==> src/rtl/ras_stack_pkg.sv <==
// ras_stack_pkg
//   Shared constants and the per-cycle operation decode for the return
//   address stack.
//   RA_REG / ZERO_REG carry the same values as `ra / `zeroreg in define.v
//   (x1 and x0). They are repeated here so this slice builds on its own.
package ras_stack_pkg;

   localparam logic [4:0] RA_REG   = 5'd1;
   localparam logic [4:0] ZERO_REG = 5'd0;

   // One operation per cycle. A rollback outranks push/pop, because the
   // instruction that raised the push/pop is being flushed with it.
   typedef enum logic [2:0] {
      OP_HOLD     = 3'd0,
      OP_PUSH     = 3'd1,
      OP_POP      = 3'd2,
      OP_REPLACE  = 3'd3,
      OP_ROLLBACK = 3'd4
   } ras_op_e;

   function automatic ras_op_e ras_op_decode(input logic push,
                                             input logic pop,
                                             input logic rb);
      ras_op_e op;
      if (rb)               op = OP_ROLLBACK;
      else if (push && pop) op = OP_REPLACE;
      else if (push)        op = OP_PUSH;
      else if (pop)         op = OP_POP;
      else                  op = OP_HOLD;
      return op;
   endfunction

endpackage

==> src/rtl/ras_mem.sv <==
// ras_mem
//   DEPTH x AW register file for the return address stack.
//   It has one synchronous write port and one asynchronous read port.
//   It has no reset, so its contents are undefined until written.
// Ports
//   clk    in   1      clock, rising edge
//   we     in   1      write enable
//   waddr  in   PTR_W  write index
//   wdata  in   AW     write data
//   raddr  in   PTR_W  read index
//   rdata  out  AW     mem[raddr], combinational
module ras_mem #(
   parameter int DEPTH = 8,
   parameter int AW    = 32,
   parameter int PTR_W = $clog2(DEPTH)
) (
   input  logic             clk,
   input  logic             we,
   input  logic [PTR_W-1:0] waddr,
   input  logic [AW-1:0]    wdata,
   input  logic [PTR_W-1:0] raddr,
   output logic [AW-1:0]    rdata
);

   logic [AW-1:0] mem [DEPTH];

   always_ff @(posedge clk) begin
      if (we) mem[waddr] <= wdata;
   end

   assign rdata = mem[raddr];

endmodule

==> src/rtl/ras_stack.sv <==
// ras_stack
//   Return address stack used to predict jalr targets. Its state is
//   speculative. When PL_flush occurs, the rollback strobes repair the
//   pointer and the count. Popped data is never erased, so a rollback
//   restores the entry in place.
//   Strobe semantics: every input strobe is a single-cycle command that is
//   sampled on the rising clock edge. There is no handshake and no
//   backpressure. The outputs show the updated state one cycle later.
// Ports
//   clk                   in   1   clock, rising edge
//   rst_n                 in   1   asynchronous active-low reset
//   RAS_push              in   1   push push_addr
//   push_addr             in   AW  return address to push
//   RAS_pop               in   1   consume the top entry
//   RAS_rollback_pop_id   in   1   undo a push made by the flushed ID instr
//   RAS_rollback_push_id  in   1   undo a pop made by the flushed ID instr
//   RAS_rollback_push_ex  in   1   undo a pop made by the flushed EX instr
//   WR_ra_track_en        in   1   write the ra-track register
//   WR_ra_track_data      in   5   register currently aliasing ra
//   RAS_ra_track          out  5   tracked alias register
//   ras_top_addr          out  AW  mem[tos], valid only when ras_valid
//   ras_valid             out  1   stack is not empty
//   ras_full              out  1   stack holds DEPTH entries
module ras_stack
   import ras_stack_pkg::*;
#(
   parameter int DEPTH = 8,
   parameter int AW    = 32,
   parameter int PTR_W = $clog2(DEPTH)
) (
   input  logic          clk,
   input  logic          rst_n,
   input  logic          RAS_push,
   input  logic [AW-1:0] push_addr,
   input  logic          RAS_pop,
   input  logic          RAS_rollback_pop_id,
   input  logic          RAS_rollback_push_id,
   input  logic          RAS_rollback_push_ex,
   input  logic          WR_ra_track_en,
   input  logic [4:0]    WR_ra_track_data,
   output logic [4:0]    RAS_ra_track,
   output logic [AW-1:0] ras_top_addr,
   output logic          ras_valid,
   output logic          ras_full
);

   localparam logic [PTR_W-1:0] PTR_ONE  = PTR_W'(1);
   localparam logic [PTR_W-1:0] PTR_LAST = PTR_W'(DEPTH - 1);
   localparam logic [PTR_W:0]   CNT_FULL = (PTR_W+1)'(DEPTH);
   localparam logic [PTR_W+1:0] CNT_FULL_X = (PTR_W+2)'(DEPTH);

   logic [PTR_W-1:0] tos, tos_n;
   logic [PTR_W:0]   count, count_n;
   logic [4:0]       ra_track, ra_track_n;
   logic             rb;
   ras_op_e          op;

   // The rollback delta uses PTR_W+2 bit two's-complement arithmetic.
   // Its range is -1..+2, and count+delta lies in -1..DEPTH+2, so the MSB
   // of count_sum is the sign bit. The low PTR_W bits of delta give the
   // tos adjustment modulo DEPTH.
   logic [PTR_W+1:0] rb_delta, count_sum;

   logic             mem_we;
   logic [PTR_W-1:0] mem_waddr;

   assign rb = RAS_rollback_pop_id | RAS_rollback_push_id | RAS_rollback_push_ex;
   assign op = ras_op_decode(RAS_push, RAS_pop, rb);

   always_comb begin
      tos_n      = tos;
      count_n    = count;
      mem_we     = 1'b0;
      mem_waddr  = tos;
      rb_delta   = (PTR_W+2)'(RAS_rollback_push_id) + (PTR_W+2)'(RAS_rollback_push_ex)
                 - (PTR_W+2)'(RAS_rollback_pop_id);
      count_sum  = (PTR_W+2)'(count) + rb_delta;
      ra_track_n = ra_track;

      unique case (op)
         OP_ROLLBACK: begin
            tos_n = tos + rb_delta[PTR_W-1:0];
            if (count_sum[PTR_W+1])          count_n = '0;
            else if (count_sum > CNT_FULL_X) count_n = CNT_FULL;
            else                             count_n = count_sum[PTR_W:0];
         end
         OP_PUSH: begin
            // When the stack is full, this overwrites the oldest entry.
            tos_n     = tos + PTR_ONE;
            mem_we    = 1'b1;
            mem_waddr = tos + PTR_ONE;
            if (count != CNT_FULL) count_n = count + 1'b1;
         end
         OP_POP: begin
            // A pop on an empty stack still moves tos, but count stays at 0.
            tos_n = tos - PTR_ONE;
            if (count != '0) count_n = count - 1'b1;
         end
         OP_REPLACE: begin
            mem_we    = 1'b1;
            mem_waddr = tos;
         end
         default: ;
      endcase

      // A write-enable outranks the implicit clear caused by an accepted pop.
      if (WR_ra_track_en)
         ra_track_n = WR_ra_track_data;
      else if (RAS_pop && !rb)
         ra_track_n = RA_REG;
   end

   always_ff @(posedge clk or negedge rst_n) begin
      if (!rst_n) begin
         tos      <= PTR_LAST;
         count    <= '0;
         ra_track <= RA_REG;
      end else begin
         tos      <= tos_n;
         count    <= count_n;
         ra_track <= ra_track_n;
      end
   end

   // While rst_n is low, writes are blocked, so strobes in a reset cycle
   // leave the entries untouched.
   ras_mem #(.DEPTH(DEPTH), .AW(AW), .PTR_W(PTR_W)) u_mem (
      .clk   (clk),
      .we    (mem_we & rst_n),
      .waddr (mem_waddr),
      .wdata (push_addr),
      .raddr (tos),
      .rdata (ras_top_addr)
   );

   assign RAS_ra_track = ra_track;
   assign ras_valid    = (count != '0);
   assign ras_full     = (count == CNT_FULL);

endmodule

==> config.mk <==
export PLATFORM = sky130hd
export DESIGN_NAME = ras_stack
export DESIGN_NICKNAME = d
export VERILOG_FILES = /design/src/rtl/ras_stack_pkg.sv /design/src/rtl/ras_mem.sv /design/src/rtl/ras_stack.sv
export SDC_FILE = /design/constraint.sdc
export NUM_CORES = 1
export LEC_CHECK = 0
export CAP_MARGIN = 40
export CORE_MARGIN = 5
export CORE_UTILIZATION = 63
export CTS_CLUSTER_DIAMETER = 30
export CTS_CLUSTER_SIZE = 30
export DETAILED_ROUTE_END_ITERATION = 12
export HOLD_SLACK_MARGIN = 0.15
export PLACE_DENSITY = 0.85
export SLEW_MARGIN = 20
export SYNTH_ARGS = -nofsm -noshare
export SYNTH_HDL_FRONTEND = slang
export SYNTH_HIERARCHICAL = 1
export SYNTH_SLANG_ARGS = --single-unit
==> constraint.sdc <==
create_clock -name clk -period 7.1 [get_ports clk]
set_clock_uncertainty 0.15 [all_clocks]
set_input_delay 1.42 -clock clk [delete_from_list [all_inputs] [get_ports clk]]
set_output_delay 1.42 -clock clk [all_outputs]
set_load 0.02 [all_outputs]
==> Word level (Yosys, flattened, before mapping) <==
Memory sizes are Yosys's and may differ from the RTL's.
Cells that the tools add are included.
{ "classes": {"n_lt_le_gt_ge": 1, "reduce_logical": 8, "n_eq_ne": 8, "n_mux": 16, "bitwise": 3, "addsub": 8} }
{ "op_table": {"columns": ["op", "count"], "rows": [
  ["4-bit two-way mux", 4],
  ["4-bit one-hot mux with 3 select lines", 1],
  ["5-bit two-way mux", 2],
  ["3-bit one-hot mux with 3 select lines", 1],
  ["3-bit by 2-bit equality test with 1-bit output, second input constant", 2],
  ["2-bit two-way mux", 3],
  ["3-bit two-way mux", 2],
  ["4-bit by 5-bit adder with 5-bit output", 1],
  ["5-bit by 4-bit > comparator with 1-bit output, second input constant", 1],
  ["4-bit by 1-bit adder with 4-bit output, second input constant", 1],
  ["4-bit equality test, second input constant", 1],
  ["2-bit inequality test, second input constant", 2],
  ["4-bit inequality test, second input constant", 1],
  ["4-bit nonzero test", 1],
  ["4-bit by 1-bit subtractor with 4-bit output, second input constant", 1],
  ["3-bit by 1-bit adder with 3-bit output, second input constant", 1],
  ["3-bit adder", 1],
  ["3-bit by 1-bit equality test with 1-bit output, second input constant", 1],
  ["3-bit equality test, second input constant", 1],
  ["1-bit two-way mux", 3],
  ["3-bit AND reduction", 1],
  ["3-bit nonzero test", 1],
  ["2-bit by 1-bit subtractor with 3-bit output", 1],
  ["3-bit by 1-bit subtractor with 3-bit output, second input constant", 1],
  ["7 further kinds", 9]
]} }
{ "totals": {"reg_bits": 12, "ramBits": 256, "in_bits": 45, "wordCells": 48, "out_inout_bits": 39, "n_memories": 1} }
{ "memory_table": {"columns": ["memory", "words", "word_bits", "rd", "rd_clocked_by_memory_dff", "wr", "line_no", "source"], "rows": [
  ["u_mem.mem", 8, 32, 1, 0, 1, "ras_mem.sv:25", "logic [AW-1:0] mem [DEPTH];"]
]} }

==> Longest topological paths before layout <==
Gate-level depths: netlist of the first run.
{ "depth": {"ltp_word": 10, "mapped_depth": 13, "depth_no_buf": 13} }

==> Modules after synthesis <==
Netlist of the first run, hierarchy kept.
{ "by_module_without_submodules": {"columns": ["module", "n_inst", "seq_area_each_um2", "area_each_um2", "cells_each"], "rows": [
  ["ras_mem", 1, 7687.4, 9825.7, 383],
  ["ras_stack", 1, 305.3, 1216.2, 139]
]} }

==> Worst setup path after synthesis of the first run <==
No wires, ideal clock.
{ "synth_timing": {"kind": "input to register", "from": "in RAS_rollback_push_id", "to": "mem u_mem.mem[0][0] (enable)", "stages": 4, "path_buffers": 0, "t_arrival_ns": 4.655, "slack_ns": 1.834, "required_ns": 6.489, "cell_sequence": "nor3_1 nand2_1 mux2_2 nor3_1"} }
{ "synth_via": {"elab_cells_between_ends": 11, "cone_classes": "eq/ne (2); mux (5); bitwise (3); reduce/logical (1)"} }
{ "synth_rtl": {"columns": ["item", "line_no", "source"], "rows": [
  ["start: declaration", "ras_stack.sv:37", "input logic RAS_rollback_push_id,"],
  ["1-bit bitwise OR (2 in a row)", "ras_stack.sv:67", "assign rb = RAS_rollback_pop_id | RAS_rollback_push_id | RAS_rollback_push_ex;"],
  ["3-bit two-way mux", "ras_stack_pkg.sv:25", "if (rb) op = OP_ROLLBACK;"],
  ["3-bit by 1-bit equality test with 1-bit output", "ras_stack.sv:80", "unique case (op)"],
  ["3-bit two-way mux", "ras_stack.sv:80", null],
  ["named net mem_waddr[1]", "ras_stack.sv:65", "logic [PTR_W-1:0] mem_waddr;"],
  ["end: declaration", "ras_mem.sv:25", null]
]} }
The timed path passes the listed nets, and every way through them passes these cells.

==> Worst setup path in the final report of the first run <==
{ "layout_timing": {"from": "reg tos[0]", "to": "out ras_top_addr[11]"} }
{ "layout_via": {"elab_chain_len": 1} }
{ "layout_rtl": {"columns": ["item", "line_no", "source"], "rows": [
  ["start: declaration", "ras_stack.sv:52", "logic [PTR_W-1:0] tos, tos_n;"],
  ["start signal: assignment", "ras_stack.sv:119", "tos <= tos_n;"],
  ["memory 8 x 32 bit", null, null],
  ["end: declaration", "ras_stack.sv:42", "output logic [AW-1:0] ras_top_addr,"]
]} }
Every way passes these cells.

==> flow_summary.html, run 1 <==
<table>
<tr><th>Metric</th><th>Value</th></tr>
<tr><th colspan="2">GRT</th></tr>
<tr><td>Pin count of the biggest net entering global routing</td><td>43</td></tr>
<tr><td>Number of antenna violations at the first check in global routing</td><td>1</td></tr>
<tr><td>Via count of the first global-routing pass</td><td>6134</td></tr>
<tr><td>Global-route wire length before repair</td><td>36700 µm</td></tr>
<tr><td>GRT Util Overall</td><td>0.245</td></tr>
<tr><td>GR Overflow Total</td><td>0</td></tr>
<tr><th colspan="2">Routing</th></tr>
<tr><td>Via Count</td><td>5727</td></tr>
<tr><td>Total Wirelength</td><td>24000 µm</td></tr>
<tr><td>Drc violations</td><td>0</td></tr>
<tr><td>DRT iter0 DRCs</td><td>502</td></tr>
<tr><td>Average wire per standard cell</td><td>27.1 µm</td></tr>
<tr><td>DRT antenna net count</td><td>0</td></tr>
<tr><td>DR pass1 iterations</td><td>5</td></tr>
<tr><td>Via density per instance</td><td>6.45</td></tr>
<tr><th colspan="2">Cells and area</th></tr>
<tr><td>Design Area, Final</td><td>13500 µm²</td></tr>
<tr><td>Net count, final</td><td>695</td></tr>
<tr><td>FF+latch area</td><td>8000 µm²</td></tr>
<tr><td>Non-filler cells, final</td><td>888</td></tr>
<tr><td>Share of post-route cells with drive strength above 1</td><td>0.243</td></tr>
<tr><td>Most used cells in the layout excluding fill and tap cells</td><td>sky130_fd_sc_hd__edfxtp_1 (256), sky130_fd_sc_hd__clkdlybuf4s50_1 (83), sky130_fd_sc_hd__mux4_1 (40)</td></tr>
<tr><td>Diodes inserted</td><td>0</td></tr>
<tr><td>Fillcell total</td><td>776</td></tr>
<tr><td>Total area of multi-input combinational cells</td><td>2860 µm²</td></tr>
<tr><td>Synthesis-to-layout area growth</td><td>22.6%</td></tr>
<tr><td>Most common library cell in the layout ignoring fill and taps</td><td>sky130_fd_sc_hd__edfxtp_1</td></tr>
<tr><th colspan="2">CTS</th></tr>
<tr><td>Level count of the clock H-tree</td><td>2</td></tr>
<tr><td>Clock-pin slew on the worst setup and hold paths</td><td>0.05 ns</td></tr>
<tr><td>Hold buffer count at CTS</td><td>0</td></tr>
<tr><td>Clock tree from TritonCTS</td><td>built</td></tr>
<tr><td>Sink count of the clock tree</td><td>268</td></tr>
<tr><td>Clk Latency, worst-skew pair</td><td>0.51 ns</td></tr>
<tr><td>Root Buffer Master</td><td>sky130_fd_sc_hd__clkbuf_16</td></tr>
<tr><td>Maximum count of clock buffers along a single path</td><td>3</td></tr>
<tr><td>Clock buffer count from CTS</td><td>37</td></tr>
<tr><td>Number of cells upsized or downsized after cts</td><td>0</td></tr>
<tr><td>Number of setup buffers added after CTS</td><td>0</td></tr>
<tr><th colspan="2">Synth</th></tr>
<tr><td>Count of warnings emitted by yosys</td><td>6</td></tr>
<tr><td>Gate count of the mapped netlist</td><td>522</td></tr>
<tr><td>Synthesized area per cell</td><td>21.2 µm²</td></tr>
<tr><td>Netlist area before placement</td><td>11000 µm²</td></tr>
<tr><td>Unique cell type count in the Yosys netlist</td><td>46</td></tr>
<tr><td>Largest cells by area after synthesis</td><td>sky130_fd_sc_hd__edfxtp_1 (70%), sky130_fd_sc_hd__mux4_1 (9.5%), sky130_fd_sc_hd__mux4_2 (4.9%)</td></tr>
<tr><td>Area share of the largest cell type after synthesis</td><td>0.696</td></tr>
<tr><td>Primary FF master, synth</td><td>sky130_fd_sc_hd__edfxtp_1</td></tr>
<tr><td>Number of synthesized flops with an enable pin</td><td>256</td></tr>
<tr><td>Share of synthesized flip-flops with an asynchronous set or reset</td><td>0.0448</td></tr>
<tr><td>Cell taking the most area after synthesis</td><td>sky130_fd_sc_hd__edfxtp_1</td></tr>
<tr><td>Net count of the mapped netlist</td><td>581</td></tr>
<tr><td>#FFs+latches synth</td><td>268</td></tr>
<tr><td>Fraction of the yosys area taken by sequential cells</td><td>0.724</td></tr>
<tr><th colspan="2">Pwr</th></tr>
<tr><td>Internal Pwr Total</td><td>3.67 mW</td></tr>
<tr><td>Net Sw Power</td><td>1.55 mW</td></tr>
<tr><td>Clock power frac</td><td>0.343</td></tr>
<tr><td>Power density over the cells</td><td>386 nW/µm²</td></tr>
<tr><td>P_leak</td><td>4.64 nW</td></tr>
<tr><td>Share of power burned in combinational logic</td><td>0.295</td></tr>
<tr><td>Largest vdd supply drop</td><td>0.000247 V</td></tr>
<tr><td>Switching share of total power</td><td>0.297</td></tr>
<tr><td>Sequential share of power</td><td>0.362</td></tr>
<tr><th colspan="2">Worst setup path</th></tr>
<tr><td>Capturing element type of the critical path</td><td>output port</td></tr>
<tr><td>Setup CP Type</td><td>register to output port</td></tr>
<tr><td>R2r worst-path depth</td><td>6</td></tr>
<tr><td>Endpoint of the most critical register-to-register path</td><td>u_mem/mem[1][3]</td></tr>
<tr><td>Data arrival at the endpoint of the critical path</td><td>3.30 ns</td></tr>
<tr><td>Register-to-register setup slack</td><td>3.93 ns</td></tr>
<tr><td>Nature of the critical path startpoint</td><td>register</td></tr>
<tr><td>Startpoint of the most critical register-to-register path</td><td>tos[0]</td></tr>
<tr><td>Highest net fanout along the worst path</td><td>42</td></tr>
<tr><td>Crit path from</td><td>tos[0]</td></tr>
<tr><td>Data required time of the critical path</td><td>5.53 ns</td></tr>
<tr><th colspan="2">Floorplan</th></tr>
<tr><td>Std-Cell Core Area</td><td>17200 µm²</td></tr>
<tr><td>Cell Rows</td><td>48</td></tr>
<tr><td>Initial core utilization</td><td>0.641</td></tr>
<tr><td>I/O pin total</td><td>84</td></tr>
<tr><td>Die Footprint</td><td>20300 µm²</td></tr>
<tr><td>Chip height</td><td>142 µm</td></tr>
<tr><td>Horizontal die dimension</td><td>142 µm</td></tr>
<tr><th colspan="2">Min path</th></tr>
<tr><td>Min-Delay Path Depth</td><td>2</td></tr>
<tr><td>Hold path startpoint</td><td>RAS_ra_track[4]</td></tr>
<tr><td>Worst hold path endpoint</td><td>RAS_ra_track[4]</td></tr>
<tr><td>Worst min-delay path category</td><td>register to register</td></tr>
<tr><th colspan="2">STA</th></tr>
<tr><td>Number of hold-slack violations in the final timing report</td><td>0</td></tr>
<tr><td>Final Slew Violations</td><td>0</td></tr>
<tr><td>Total setup violations reported at the end of the flow</td><td>0</td></tr>
<tr><td>Achievable Freq</td><td>205 MHz</td></tr>
<tr><td>Worst slew pin tran</td><td>0.696 ns</td></tr>
<tr><td>Final WS setup</td><td>2.23 ns</td></tr>
<tr><td>Final critical-path required period</td><td>4.87 ns</td></tr>
<tr><td>Ratio of final minimum period to clock period</td><td>0.686</td></tr>
<tr><td>Max_slew headroom</td><td>0.535</td></tr>
<tr><td>Setup repair after global routing missed its margin</td><td>false</td></tr>
<tr><td>Setup total negative slack</td><td>0 ns</td></tr>
<tr><td>Hold Worst Slack</td><td>0.397 ns</td></tr>
<tr><th colspan="2">Placement</th></tr>
<tr><td>Worst slack at placement</td><td>2.20 ns</td></tr>
<tr><td>Final GP Congestion</td><td>0.789</td></tr>
<tr><td>Port-buffer cells</td><td>83</td></tr>
<tr><td>Total instance count after detailed placement</td><td>820</td></tr>
<tr><td>HPWL after DPL</td><td>13300 µm</td></tr>
<tr><td>Placed instance area</td><td>12300 µm²</td></tr>
<tr><th colspan="2">Job</th></tr>
<tr><td>Max cap viols</td><td>0</td></tr>
<tr><th colspan="2">Outcome</th></tr>
<tr><td>Status</td><td>completed</td></tr>
</table>
[registers in the layout, summed over array words and instances (netlist names)]
signal / flops
u_mem/mem: 256
RAS_ra_track: 5
tos: 3
count: 4
[logic make-up after synthesis]
family | count (synthesis) | synth area share
adder cells (fa/ha/maj) | 14 | 0.0186
AO/OA/AOI/OAI | 31 | 0.0195
buffers and inverters | 39 | 0.0223
AND/OR/NAND/NOR | 61 | 0.0278
flip-flops | 268 | 0.724
multiplexers | 102 | 0.182
XOR/XNOR | 7 | 0.00555
[worst max-delay path, cell delays in order (launching register included)]
cell	delay, ns
sky130_fd_sc_hd__dfstp_4	0.91
sky130_fd_sc_hd__buf_16	0.32
sky130_fd_sc_hd__mux4_1	0.64
sky130_fd_sc_hd__mux2_2	0.30
sky130_fd_sc_hd__clkdlybuf4s50_1	0.56
[area by class of cell]
cell class                      instances  area share
Clock inverter                         28      0.0198
Multi-Input combinational cell        215       0.211
Inverter                               15     0.00416
Sequential cell                       268       0.591
Tap cell                              225      0.0208
Clock buffer                           38      0.0702
Timing Repair Buffer                   99      0.0832
[through the flow]
stage	power, mW	utilization
floorplan	2.89	-
global placement	3.35	0.699
detailed placement	3.43	0.713
CTS	5.25	0.783
global route	5.42	0.785
finish	5.22	0.785
[cells in the mapped netlist (3+ instances only)]
master,n
sky130_fd_sc_hd__nor3_1,5
sky130_fd_sc_hd__a21oi_1,9
sky130_fd_sc_hd__ha_1,10
sky130_fd_sc_hd__mux2_2,34
sky130_fd_sc_hd__buf_2,6
sky130_fd_sc_hd__buf_6,11
sky130_fd_sc_hd__o21ai_0,7
sky130_fd_sc_hd__edfxtp_1,256
sky130_fd_sc_hd__xnor2_1,3
sky130_fd_sc_hd__mux4_2,24
sky130_fd_sc_hd__xor2_1,4
sky130_fd_sc_hd__mux2i_1,4
sky130_fd_sc_hd__mux4_1,40
sky130_fd_sc_hd__fa_1,4
sky130_fd_sc_hd__inv_1,15
sky130_fd_sc_hd__dfstp_2,4
sky130_fd_sc_hd__dfrtp_1,8
sky130_fd_sc_hd__nand2_1,18
sky130_fd_sc_hd__nor2_1,19
sky130_fd_sc_hd__buf_1,4
sky130_fd_sc_hd__nand3_1,3
sky130_fd_sc_hd__nand2b_1,4
[metal layers]
layer  up-vias  wire length (µm)  GRT usage
met5         -                11          0
met4         2               570     0.0735
met3        65              1770     0.0561
met2       299             12300      0.402
met1      2952              9360      0.338
li1       2409                 -          -
[power groups by stage]
stage | combinational (mW) | clock [mW] | sequential, mW
6_report | 1.54 | 1.79 | 1.89
5_1_grt | 1.63 | 1.89 | 1.89
4_1_cts | 1.56 | 1.81 | 1.89
3_5_place_dp | 1.51 | 0 | 1.92
3_3_place_gp | 1.31 | 0 | 2.04
2_1_floorplan | 1.06 | 0 | 1.84
[how the worst max path moves through the flow]
stage	to	slack, ns	cells past startpoint
floorplan	u_mem/mem[0][0]	1.83	4
global placement	u_mem/mem[4][17]	2.18	7
finish	ras_top_addr[11]	2.23	4
CTS	ras_top_addr[6]	2.18	4
global route	ras_top_addr[6]	2.12	4
detailed placement	u_mem/mem[5][13]	2.20	7
Note: power is estimated with default switching activity, not from simulation.
==> run 2: changes to the inputs <==
CORE_UTILIZATION = 58   (was 63)
PLACE_DENSITY = 0.79   (was 0.85)
clock period = 4.75 ns   (was 7.1 ns; I/O delays follow)
==> run 2 against run 1 <==
  * First-iteration DRC count shrank 12%
  * Core utilization shrank 4.4 points
  * Count of clock-buffer cells in the layout grew 8
  * Clock power grew 87%
  * Worst setup slack lost 1.8 ns
  * Critical endpoint is now ras_top_addr[3]
  * Highest routed layer is now met4
==> flow_summary.html, run 2 (same netlist as run 1, synthesis figures left out) <==
<table>
<tr><th>Metric</th><th>Value</th></tr>
<tr><th colspan="2">Worst setup path</th></tr>
<tr><td>Setup CP Type</td><td>register to output port</td></tr>
<tr><td>Slowest stage cell on the critical path</td><td>sky130_fd_sc_hd__dfstp_4</td></tr>
<tr><td>Register-to-register setup slack</td><td>1.56 ns</td></tr>
<tr><td>Nature of the critical path startpoint</td><td>register</td></tr>
<tr><td>Delay of the slowest critical-path stage</td><td>0.99 ns</td></tr>
<tr><td>Data arrival at the endpoint of the critical path</td><td>3.25 ns</td></tr>
<tr><td>Capturing element type of the critical path</td><td>output port</td></tr>
<tr><td>R2r worst-path depth</td><td>6</td></tr>
<tr><td>Highest net fanout along the worst path</td><td>35</td></tr>
<tr><td>Data required time of the critical path</td><td>3.65 ns</td></tr>
<tr><td>Cell Chain, Critical Path</td><td>buf_12, mux4_1, mux2_2, clkdlybuf4s50_1</td></tr>
<tr><th colspan="2">CTS</th></tr>
<tr><td>Level count of the clock H-tree</td><td>2</td></tr>
<tr><td>Number of cells upsized or downsized after cts</td><td>0</td></tr>
<tr><td>Clock buffer count from CTS</td><td>46</td></tr>
<tr><td>Clock tree from TritonCTS</td><td>built</td></tr>
<tr><td>Number of setup buffers added after CTS</td><td>0</td></tr>
<tr><td>Hold buffer count at CTS</td><td>0</td></tr>
<tr><td>Maximum count of clock buffers along a single path</td><td>3</td></tr>
<tr><td>Clk Latency, worst-skew pair</td><td>0.54 ns</td></tr>
<tr><td>Clock-pin slew on the worst setup and hold paths</td><td>0.05 ns</td></tr>
<tr><td>Root Buffer Master</td><td>sky130_fd_sc_hd__clkbuf_16</td></tr>
<tr><td>Sink count of the clock tree</td><td>268</td></tr>
<tr><th colspan="2">Routing</th></tr>
<tr><td>Total Wirelength</td><td>22400 µm</td></tr>
<tr><td>Via density per instance</td><td>6.05</td></tr>
<tr><td>DR pass1 iterations</td><td>5</td></tr>
<tr><td>Average wire per standard cell</td><td>24.3 µm</td></tr>
<tr><td>DRT iter0 DRCs</td><td>442</td></tr>
<tr><td>Drc violations</td><td>0</td></tr>
<tr><td>Via Count</td><td>5558</td></tr>
<tr><td>DRT antenna net count</td><td>0</td></tr>
<tr><th colspan="2">STA</th></tr>
<tr><td>Final critical-path required period</td><td>4.35 ns</td></tr>
<tr><td>Total setup violations reported at the end of the flow</td><td>0</td></tr>
<tr><td>Ratio of final minimum period to clock period</td><td>0.916</td></tr>
<tr><td>Setup repair after global routing missed its margin</td><td>false</td></tr>
<tr><td>Achievable Freq</td><td>230 MHz</td></tr>
<tr><td>Worst slew pin tran</td><td>0.620 ns</td></tr>
<tr><td>Final WS setup</td><td>0.397 ns</td></tr>
<tr><td>Hold Worst Slack</td><td>0.388 ns</td></tr>
<tr><td>Number of hold-slack violations in the final timing report</td><td>0</td></tr>
<tr><td>Setup total negative slack</td><td>0 ns</td></tr>
<tr><td>Final Slew Violations</td><td>0</td></tr>
<tr><td>Max_slew headroom</td><td>0.585</td></tr>
<tr><th colspan="2">Placement</th></tr>
<tr><td>Placed instance area</td><td>12300 µm²</td></tr>
<tr><td>Port-buffer cells</td><td>83</td></tr>
<tr><td>Worst slack at placement</td><td>0.764 ns</td></tr>
<tr><td>HPWL after DPL</td><td>12500 µm</td></tr>
<tr><td>Final GP Congestion</td><td>0.795</td></tr>
<tr><th colspan="2">Floorplan</th></tr>
<tr><td>Horizontal die dimension</td><td>148 µm</td></tr>
<tr><td>Std-Cell Core Area</td><td>18700 µm²</td></tr>
<tr><td>Chip height</td><td>148 µm</td></tr>
<tr><td>I/O pin total</td><td>84</td></tr>
<tr><td>Initial core utilization</td><td>0.590</td></tr>
<tr><td>Die Footprint</td><td>21900 µm²</td></tr>
<tr><td>Cell Rows</td><td>50</td></tr>
<tr><th colspan="2">Cells and area</th></tr>
<tr><td>Most flops, register</td><td>u_mem/mem</td></tr>
<tr><td>Diodes inserted</td><td>0</td></tr>
<tr><td>Most used cells in the layout excluding fill and tap cells</td><td>sky130_fd_sc_hd__edfxtp_1 (256), sky130_fd_sc_hd__clkdlybuf4s50_1 (83), sky130_fd_sc_hd__clkbuf_16 (46)</td></tr>
<tr><td>Largest register FFs</td><td>256</td></tr>
<tr><td>Share of post-route cells with drive strength above 1</td><td>0.258</td></tr>
<tr><td>Most common library cell in the layout ignoring fill and taps</td><td>sky130_fd_sc_hd__edfxtp_1</td></tr>
<tr><td>Design Area, Final</td><td>13900 µm²</td></tr>
<tr><td>Synthesis-to-layout area growth</td><td>25.6%</td></tr>
<tr><td>Net count, final</td><td>707</td></tr>
<tr><td>Fillcell total</td><td>1014</td></tr>
<tr><th colspan="2">GRT</th></tr>
<tr><td>Fraction of met2 tracks used by global routing</td><td>0.351</td></tr>
<tr><td>Global-route wire length before repair</td><td>34900 µm</td></tr>
<tr><td>Met1 GRT Util</td><td>0.282</td></tr>
<tr><td>GRT Max-Usage Layer</td><td>met2</td></tr>
<tr><td>Pin count of the biggest net entering global routing</td><td>41</td></tr>
<tr><td>GR Overflow Total</td><td>0</td></tr>
<tr><td>Number of antenna violations at the first check in global routing</td><td>0</td></tr>
<tr><td>Global-route track usage on met3</td><td>0.0536</td></tr>
<tr><td>GRT Util Overall</td><td>0.211</td></tr>
<tr><td>Via count of the first global-routing pass</td><td>5999</td></tr>
<tr><th colspan="2">Pwr</th></tr>
<tr><td>P_leak</td><td>4.80 nW</td></tr>
<tr><td>Largest vdd supply drop</td><td>0.000392 V</td></tr>
<tr><td>Power density over the cells</td><td>607 nW/µm²</td></tr>
<tr><th colspan="2">Min path</th></tr>
<tr><td>Min-Delay Path Depth</td><td>2</td></tr>
<tr><td>Worst min-delay path category</td><td>register to register</td></tr>
<tr><th colspan="2">Job</th></tr>
<tr><td>Max cap viols</td><td>0</td></tr>
<tr><th colspan="2">Outcome</th></tr>
<tr><td>Status</td><td>completed</td></tr>
</table>
run 2: area by class of cell:
type	count	area, µm²	share of cell area
clock buffers	46	1150	0.0830
clock inverters	39	460	0.0332
inverters	15	56.3	0.00406
multi-input cells	215	2860	0.206
flip-flops and latches	268	8000	0.577
well taps	234	293	0.0211
repair buffers	102	1050	0.0756
run 2: worst max-delay path, delay by kind of cell, from the launching register on:
kind,cells,cell delay (ns)
flip-flops,1,0.99
multiplexers,2,0.88
buffers and inverters,2,0.82
run 2: where the power goes:
part	internal, mW	switching, mW	total [mW]
combinational	1.21	1.04	2.25
sequential	2.66	0.153	2.82
clock	2.11	1.24	3.35
total	5.98	2.43	8.42
run 2: final timing paths:
check / start / end
worst max-delay path: tos[0] / ras_top_addr[3]
worst min-delay path: RAS_ra_track[1] / RAS_ra_track[1]
worst max register to register: tos[0] / u_mem/mem[1][28]
worst min register to register: RAS_ra_track[1] / RAS_ra_track[1]
max in group asynchronous: rst_n / tos[2]
min in group asynchronous: rst_n / RAS_ra_track[1]
run 2: stage by stage:
stage / util / power [mW] / instances
after CTS: 0.741 / 8.52 / 919
final: 0.741 / 8.42 / 919
after global routing: 0.741 / 8.79 / 919
after floorplan: - / 4.33 / 522
after detailed placement: 0.655 / 5.12 / 834
after global placement: 0.654 / 5.06 / 833
run 2: metal layers:
metal / wire length, µm / part of all wire
met4: 350 / 0.016
met2: 11500 / 0.52
met5: 0 / 0
met1: 8910 / 0.40
met3: 1560 / 0.070
